`config.mk`:
```
export PLATFORM = sky130hd
export DESIGN_NAME = fpdivit
export DESIGN_NICKNAME = d
export VERILOG_FILES = /design/src/rtl/fpdivit.sv
export SDC_FILE = /design/constraint.sdc
export NUM_CORES = 1
export LEC_CHECK = 0
export BUFFER_PORTS_ARGS = -buffer_cell sky130_fd_sc_hd__clkbuf_2
export CAP_MARGIN = 25
export CORE_MARGIN = 2
export CORE_UTILIZATION = 60
export CTS_BUF_LIST = sky130_fd_sc_hd__clkbuf_2 sky130_fd_sc_hd__clkbuf_4 sky130_fd_sc_hd__clkbuf_8
export DETAILED_ROUTE_END_ITERATION = 16
export PLACE_DENSITY = 0.8
export SLEW_MARGIN = 40
export SYNTH_ARGS = -nofsm -noshare
export SYNTH_HDL_FRONTEND = slang
export SYNTH_SLANG_ARGS = --single-unit
```
`constraint.sdc`:
```
create_clock -name clk -period 11.8 [get_ports clk]
set_clock_uncertainty 0.15 [all_clocks]
set_input_delay 1.18 -clock clk [delete_from_list [all_inputs] [get_ports clk]]
set_output_delay 1.18 -clock clk [all_outputs]
set_load 0.005 [all_outputs]
```
`src/rtl/fpdivit.sv`:
```
// Fixed-point iterative divider: c = (a << d) / b, truncated toward zero.
// Restoring division, one quotient bit per cycle, snd/rcv val/rdy handshake.
module fpdivit #(
  parameter int n    = 32,
  parameter int d    = 16,
  parameter bit sign = 1'b1
) (
  input  logic         clk,
  input  logic         reset,
  input  logic         snd_val,
  output logic         snd_rdy,
  input  logic [n-1:0] a,
  input  logic [n-1:0] b,
  output logic         rcv_val,
  input  logic         rcv_rdy,
  output logic [n-1:0] c,
  output logic         err
);

  localparam int W  = n + d;
  localparam int CW = $clog2(W);
  localparam logic [CW-1:0] LAST = CW'(W - 1);

  localparam logic [1:0] S_IDLE = 2'd0;
  localparam logic [1:0] S_CALC = 2'd1;
  localparam logic [1:0] S_FIX  = 2'd2;
  localparam logic [1:0] S_DONE = 2'd3;

  localparam logic [n-1:0] MAX_POS = {1'b0, {(n-1){1'b1}}};
  localparam logic [n-1:0] MIN_NEG = {1'b1, {(n-1){1'b0}}};
  localparam logic [n-1:0] ALL_ONE = {n{1'b1}};

  logic [1:0]    r_state;
  logic [n-1:0]  r_bmag;
  logic [W-1:0]  r_num;
  logic [n-1:0]  r_rem;
  logic [W-1:0]  r_quo;
  logic [CW-1:0] r_cnt;
  logic          r_neg;
  logic          r_aneg;
  logic          r_bzero;
  logic          r_snd_rdy;
  logic          r_rcv_val;
  logic [n-1:0]  r_c;
  logic          r_err;

  logic [n-1:0]  w_amag;
  logic [n-1:0]  w_bmag;
  logic          w_neg;
  logic [n:0]    w_rem_sh;
  logic [n:0]    w_rem_diff;
  logic          w_ge;
  logic          w_ovf;
  logic [n-1:0]  w_c_fix;
  logic          w_err_fix;

  // Operand magnitudes and result sign at accept
  always_comb begin
    w_amag = a;
    w_bmag = b;
    w_neg  = 1'b0;
    if (sign && a[n-1]) begin
      w_amag = -a;
    end else begin
      w_amag = a;
    end
    if (sign && b[n-1]) begin
      w_bmag = -b;
    end else begin
      w_bmag = b;
    end
    if (sign) begin
      w_neg = a[n-1] ^ b[n-1];
    end else begin
      w_neg = 1'b0;
    end
  end

  // One restoring step; the difference can never exceed n bits in magnitude,
  // so its top bit doubles as the borrow.
  always_comb begin
    w_rem_sh   = {r_rem, r_num[W-1]};
    w_rem_diff = w_rem_sh - {1'b0, r_bmag};
    w_ge       = ~w_rem_diff[n];
  end

  // Saturation, divide-by-zero and final sign correction
  always_comb begin
    w_ovf     = 1'b0;
    w_c_fix   = r_quo[n-1:0];
    w_err_fix = 1'b0;
    if (!sign) begin
      w_ovf = |r_quo[W-1:n];
    end else if (r_neg) begin
      w_ovf = (|r_quo[W-1:n]) | (r_quo[n-1] & (|r_quo[n-2:0]));
    end else begin
      w_ovf = (|r_quo[W-1:n]) | r_quo[n-1];
    end
    if (r_bzero) begin
      w_err_fix = 1'b1;
      w_c_fix   = sign ? (r_aneg ? MIN_NEG : MAX_POS) : ALL_ONE;
    end else if (w_ovf) begin
      w_err_fix = 1'b1;
      w_c_fix   = sign ? (r_neg ? MIN_NEG : MAX_POS) : ALL_ONE;
    end else begin
      w_err_fix = 1'b0;
      w_c_fix   = r_neg ? -r_quo[n-1:0] : r_quo[n-1:0];
    end
  end

  // Control FSM and datapath registers
  always_ff @(posedge clk or posedge reset) begin
    if (reset) begin
      r_state   <= S_IDLE;
      r_bmag    <= '0;
      r_num     <= '0;
      r_rem     <= '0;
      r_quo     <= '0;
      r_cnt     <= '0;
      r_neg     <= 1'b0;
      r_aneg    <= 1'b0;
      r_bzero   <= 1'b0;
      r_snd_rdy <= 1'b1;
      r_rcv_val <= 1'b0;
      r_c       <= '0;
      r_err     <= 1'b0;
    end else begin
      case (r_state)
        S_IDLE: begin
          if (snd_val) begin
            r_bmag    <= w_bmag;
            r_num     <= {w_amag, {d{1'b0}}};
            r_rem     <= '0;
            r_quo     <= '0;
            r_cnt     <= '0;
            r_neg     <= w_neg;
            r_aneg    <= sign & a[n-1];
            r_bzero   <= (b == '0);
            r_snd_rdy <= 1'b0;
            r_state   <= S_CALC;
          end
        end
        S_CALC: begin
          r_rem <= w_ge ? w_rem_diff[n-1:0] : w_rem_sh[n-1:0];
          r_quo <= {r_quo[W-2:0], w_ge};
          r_num <= {r_num[W-2:0], 1'b0};
          r_cnt <= r_cnt + CW'(1);
          if (r_cnt == LAST) begin
            r_state <= S_FIX;
          end
        end
        S_FIX: begin
          r_c       <= w_c_fix;
          r_err     <= w_err_fix;
          r_rcv_val <= 1'b1;
          r_state   <= S_DONE;
        end
        S_DONE: begin
          if (rcv_rdy) begin
            r_rcv_val <= 1'b0;
            r_snd_rdy <= 1'b1;
            r_state   <= S_IDLE;
          end
        end
        default: begin
          r_state   <= S_IDLE;
          r_snd_rdy <= 1'b1;
          r_rcv_val <= 1'b0;
        end
      endcase
    end
  end

  assign snd_rdy = r_snd_rdy;
  assign rcv_val = r_rcv_val;
  assign c       = r_c;
  assign err     = r_err;

endmodule

```
# After elaboration in Yosys (flattened, before gate mapping)
# Index checks and enable logic that the tools add are counted.
# Widths: inputs -> output; s select.
[totals]
reg_bits = 206
inputBits = 68
out_inout_bits = 35
elab_cells = 70
[classes]
n_addsub = 5
eq_ne = 7
n_mux = 28
bitwise_logic = 5
reduce_logical = 12
[op_table]
columns = ["cell", "n"]
rows = [
  ["$mux 32", 9],
  ["$pmux 48 s2", 2],
  ["$mux 48", 2],
  ["$neg 32->32", 3],
  ["$pmux 32 s2", 1],
  ["$sub 33x32->33", 1],
  ["$logic_not 32->1", 1],
  ["$reduce_or 31->1", 1],
  ["$reduce_or 16->1", 1],
  ["$pmux 6 s2", 1],
  ["$pmux 2 s4", 1],
  ["$add 6x1->6 const B", 1],
  ["$eq 6x6->1 const B", 1],
  ["$mux 1", 6],
  ["$mux 2", 3],
  ["$mux 6", 1],
  ["$ne 2x2->1 const B", 3],
  ["$reduce_and 2->1", 3],
  ["$reduce_and 3->1", 2],
  ["$reduce_bool 2->1", 3],
  ["$eq 2x2->1 const B", 2],
  ["$pmux 1 s2", 2],
  ["$eq 2x1->1 const B", 1],
  ["$logic_not 2->1", 1],
  ["other kinds (4)", 5],
]

# Depth between registers and ports, before layout
[depth]
depth_word = 6
ltp_mapped = 14
depth_no_buf = 12

# Least setup slack after synthesis
# OpenSTA, ideal clock, no wires.
[synth_path]
path_type = "in2reg"
from = "input port b[8]"
to = "register r_bmag[20]"
setup_ns = 0.129
arrival_time_ns = 3.124
required_time_ns = 11.521
path_slack_ns = 8.396
path_stages = 7
path_buffers = 0
path_cell_list = "or4_1 or4_1 or3_1 nand2b_1 o31ai_1 xor2_1 o21ai_1"
[synth_between]
elab_chain_len = 2
[synth_lines]
columns = ["item", "line", "source"]
rows = [
  ["start: declaration", "13", "input logic [n-1:0] b,"],
  ["$neg 32->32", "68", "w_bmag = -b;"],
  ["$mux 32", "67", "if (sign && b[n-1]) begin"],
  ["end signal: assignment", "131", "r_bmag <= w_bmag;"],
  ["end: declaration", "34", "logic [n-1:0] r_bmag;"],
]
# Every way passes these cells.
# A chain may end at the register's enable or synchronous reset.

# Final worst setup path
[layout_path]
from = "register r_num[47]"
to = "register r_rem[0]"
[layout_between]
elab_chain_len = 3
[layout_lines]
columns = ["item", "line", "source"]
rows = [
  ["start: declaration", "35", "logic [W-1:0] r_num;"],
  ["start signal: assignment", "132", "r_num <= {w_amag, {d{1'b0}}};"],
  ["start signal: assignment", "146", "r_num <= {r_num[W-2:0], 1'b0};"],
  ["$sub 33x32->33", "83", "w_rem_diff = w_rem_sh - {1'b0, r_bmag};"],
  ["$mux 32 (*)", "144", "r_rem <= w_ge ? w_rem_diff[n-1:0] : w_rem_sh[n-1:0];"],
  ["$pmux 32 s2 (*)", "128", "case (r_state)"],
  ["end signal: assignment", "144", ""],
  ["end: declaration", "36", "logic [n-1:0] r_rem;"],
]
# Mark *: on every way between the ends. The rest lies on a longest branch, timed or not.

==> summary.md <==
| Metric | Value |
|---|---|
| Run status | `completed` |
| Synth warn | `0` |
| Post-Syn Area | `0.01155 sq mm` |
| Hold Path Class | `reg -> reg` |
| Flop-to-flop setup slack | `8.09 ns` |
| Layout Cells excl Fill | `1,588` |
| Drt initial violations | `629` |
| DRC viols | `0` |
| Reg2reg path depth | `12` |
| RR Endpoint | `r_rem[0]$_DFFE_PP0P_` |
| Area Growth Syn to Fin | `8.912%` |
| Cts hold-fix bufs | `0` |
| Setup tns final | `0 ns` |
| # IOs | `103` |
| Pleak | `around 5.4 nW` |
| Hold_ws | `0.3332 ns` |
| RePlAce Congestion | `0.9135` |
| Antenna Violating Nets Remaining | `0` |
| Pwr Density | `91.73 mW/mm^2` |
| Max capacitance violation total | `0` |
| Total iterations of the first detailed-routing run | `6` |
| Worst skew pair latency | `0.49 ns` |
| CTS buffer count | `17` |
| NetSw | `313.7 uW` |
| Initial antenna violation count | `0` |
| Syn_nets | `1,369` |
| Num rows | `50` |
| CTS tree | `built` |
| Vias | `9,511` |
| DP Cell Count | `about 1,600` |
| Worst VDD drop | `0.00007916 V` |
| Period minus WS final | `between 3 and 4 ns` |
| Final hold vios | `0` |
| CTS root buf | `clkbuf_8` |
| Global-route wire length before repair | `42,700 um` |
| Netlist cell types | `70` |
| Slew at the pin closest to its max-slew limit | `0.8083 ns` |
| Post-Syn Instances | `approximately 1,300` |
| Crit. End Element | `flip-flop` |
| # nets final | `about 1,400` |
| Asr flop ratio synth | `1.000` |
| Sw Ratio | `0.2717` |
| Commonest non-fill, non-tap cell in the layout | `dfrtp_1` |
| GRT overflow | `0` |
| PortBufs | `102` |
| Clock power frac | `0.376` |
| Setup bufs post-CTS | `0` |
| Total Wirelength | `25,120 um` |
| Most used DFF post-synth | `dfrtp_1` |
| Ant. Diodes | `0` |
| Fmax achieved | `269.3 MHz` |
| R2r startpoint | `r_num[47]$_DFFE_PP0P_` |
| Seq/Total Area, Yosys | `0.4116` |
| Post-synthesis register bit count | `190` |
| Gate power share | `0.060` |
| DR vias/cell | `5.989` |
| Die width | `142.8 um` |
| Max_slew headroom | `0.4591` |
| Die area | `around 0.020 sq mm` |
| CP arrival | `3.94 ns` |
| Final HPWL DP | `17,470 um` |
| Final-report setup violation count | `0` |
| CTS resizes | `0` |
| Routed len/inst | `15.82 um` |
| Largest net degree at the start of global routing | `112` |
| Int Pwr | `between 800 and 900 uW` |
| Most frequent cells in the layout | `dfrtp_1 (188), nand2_1 (147), o21ai_0 (122)` |
| Initial Utilization | `0.6136` |
| Clock transition at path regs | `0.10 ns` |
| RSZ-0062 raised after global routing | `false` |
| Vias in the first global route | `9,015` |
| Fill count | `~1,500` |
| Startpoint types | `flip-flop` |
| Finished Core Util | `0.6683` |
| Area of the core | `0.01883 sq mm` |
| Die height | `142.8 um` |
| Setup Crit Path Kind | `reg -> reg` |
| Setup crit end | `r_rem[0]$_DFFE_PP0P_` |
| H-tree Lvls | `4` |
| Final period utilization | `0.3146` |
| Avg Cell Area, Syn | `~9 sq um` |
| # clock sinks | `190` |
| CP Launch Point | `r_num[47]$_DFFE_PP0P_` |
| Crit-path max FO | `14` |
| GRT Total Usage | `0.2574` |
| Critical Path RT | `12.02 ns` |
| Sequential share of power | `0.564` |
| Layout cells sized above 1 | `0.1280` |
| Final Slew Violations | `0` |
| EDFF count, synth | `0` |
| Longest Clk Path Bufs | `2` |
## metal layers
layer	part of all wire	routed length, um	global-route usage	up-vias
met5	0	0	0	-
met4	0.020	512	0.08702	0
met3	0.047	1183	0.04762	45
met2	0.47	11880	0.4256	245
met1	0.46	11540	0.3430	4547
li1	-	-	-	4674
## synth_stat cells (all sizes together), types with 6 or more instances
| cell type | count | area, sq um |
|---|---|---|
| dfrtp | 189 | 4730 |
| o21ai | 167 | 835.8 |
| nand2 | 149 | 559.3 |
| xor2 | 87 | 762.0 |
| a21oi | 59 | 295.3 |
| clkbuf | 56 | 210.2 |
| inv | 50 | 187.7 |
| a22o | 48 | 420.4 |
| nor2 | 48 | 190.2 |
| ha | 40 | 500.5 |
| o21a | 37 | 277.8 |
| mux2i | 32 | 320.3 |
| o31ai | 31 | 232.7 |
| xnor2 | 29 | 254.0 |
| nand3 | 19 | 95.09 |
| buf | 18 | 107.6 |
| a21o | 17 | 127.6 |
| o41ai | 17 | 156.4 |
| nor4 | 16 | 136.4 |
| or3 | 15 | 98.84 |
| nand2b | 13 | 81.33 |
| a211oi | 11 | 82.58 |
| or4 | 11 | 82.58 |
| a32oi | 10 | 87.58 |
| nand4 | 10 | 62.56 |
| nor3 | 10 | 61.31 |
| nor2b | 8 | 50.05 |
| and3 | 6 | 37.54 |
## power groups by stage
stage,clock network (mW),registers [mW],logic [mW]
after floorplan,0,0.664,0.0415
after global placement,0,0.664,0.0692
after detailed placement,0,0.664,0.0712
after CTS,0.440,0.651,0.0715
after global routing,0.470,0.651,0.0799
final,0.434,0.651,0.0698
## layout make-up
cell class                      count  area, sq um  share of cell area
Tap cell                          260        325.3             0.02585
Clock buffer                       18        241.5             0.01919
Clock inverter                     14        166.4             0.01322
Sequential cell                   190         4757              0.3780
Multi-Input combinational cell    946         6316              0.5019
Timing Repair Buffer              110        578.1             0.04593
Inverter                           50        200.2             0.01591
## registers in the layout, indices dropped and copies added, names as in the netlist, 2 cells and up
name and cells:
r_quo 48, c 32, r_bmag 32, r_num 32, r_rem 32, r_cnt 6
r_state 2
## per-stage QoR
step | total power [mW] | setup WS [ns] | instance area, sq um
floorplan | 0.7053 | 5.301 | 11550
global placement | 0.7327 | 7.967 | 12160
detailed placement | 0.7348 | 7.892 | 12170
CTS | 1.163 | 8.100 | 12580
global route | 1.201 | 7.796 | 12580
finish | 1.154 | 8.087 | 12580
## worst min-delay path by stage
| stage | from | cells past startpoint | endpoint | slack (ns) |
|---|---|---|---|---|
| after floorplan | r_num[37]$_DFFE_PP0P_ | 2 | r_num[37]$_DFFE_PP0P_ | 0.29 |
| after global placement | r_num[40]$_DFFE_PP0P_ | 2 | r_num[40]$_DFFE_PP0P_ | 0.31 |
| after detailed placement | r_num[42]$_DFFE_PP0P_ | 2 | r_num[42]$_DFFE_PP0P_ | 0.31 |
| after CTS | r_num[42]$_DFFE_PP0P_ | 2 | r_num[42]$_DFFE_PP0P_ | 0.34 |
| after global routing | c[23]$_DFFE_PP0P_ | 1 | c[23]$_DFFE_PP0P_ | 0.35 |
| final | r_num[42]$_DFFE_PP0P_ | 2 | r_num[42]$_DFFE_PP0P_ | 0.33 |
## worst max-delay path, stage by stage, from the launching register on
cell and delay, ns:
dfrtp_1 0.38, inv_1 0.10, ha_1 0.17, inv_1 0.05, fa_1 0.41, a211oi_1 0.31
o211ai_1 0.20, nand3_1 0.13, nand3_1 0.16, a211oi_1 0.57, or3_1 0.59, mux2i_1 0.16
a22o_1 0.22
## kinds of logic (layout without fill, tap and decap cells)
| kind of cell | after synthesis | after routing | share of synthesized area |
|---|---|---|---|
| xor+xnor | 116 | 116 | 0.08793 |
| flops | 190 | 190 | 0.4116 |
| fa+ha+maj | 41 | 41 | 0.04505 |
| buf+inv | 124 | 192 | 0.04375 |
| mux | 35 | 35 | 0.03097 |
| simple gates | 323 | 323 | 0.1394 |
| compound gates | 431 | 431 | 0.2414 |
No activity file was read; power rests on OpenSTA's default activity.
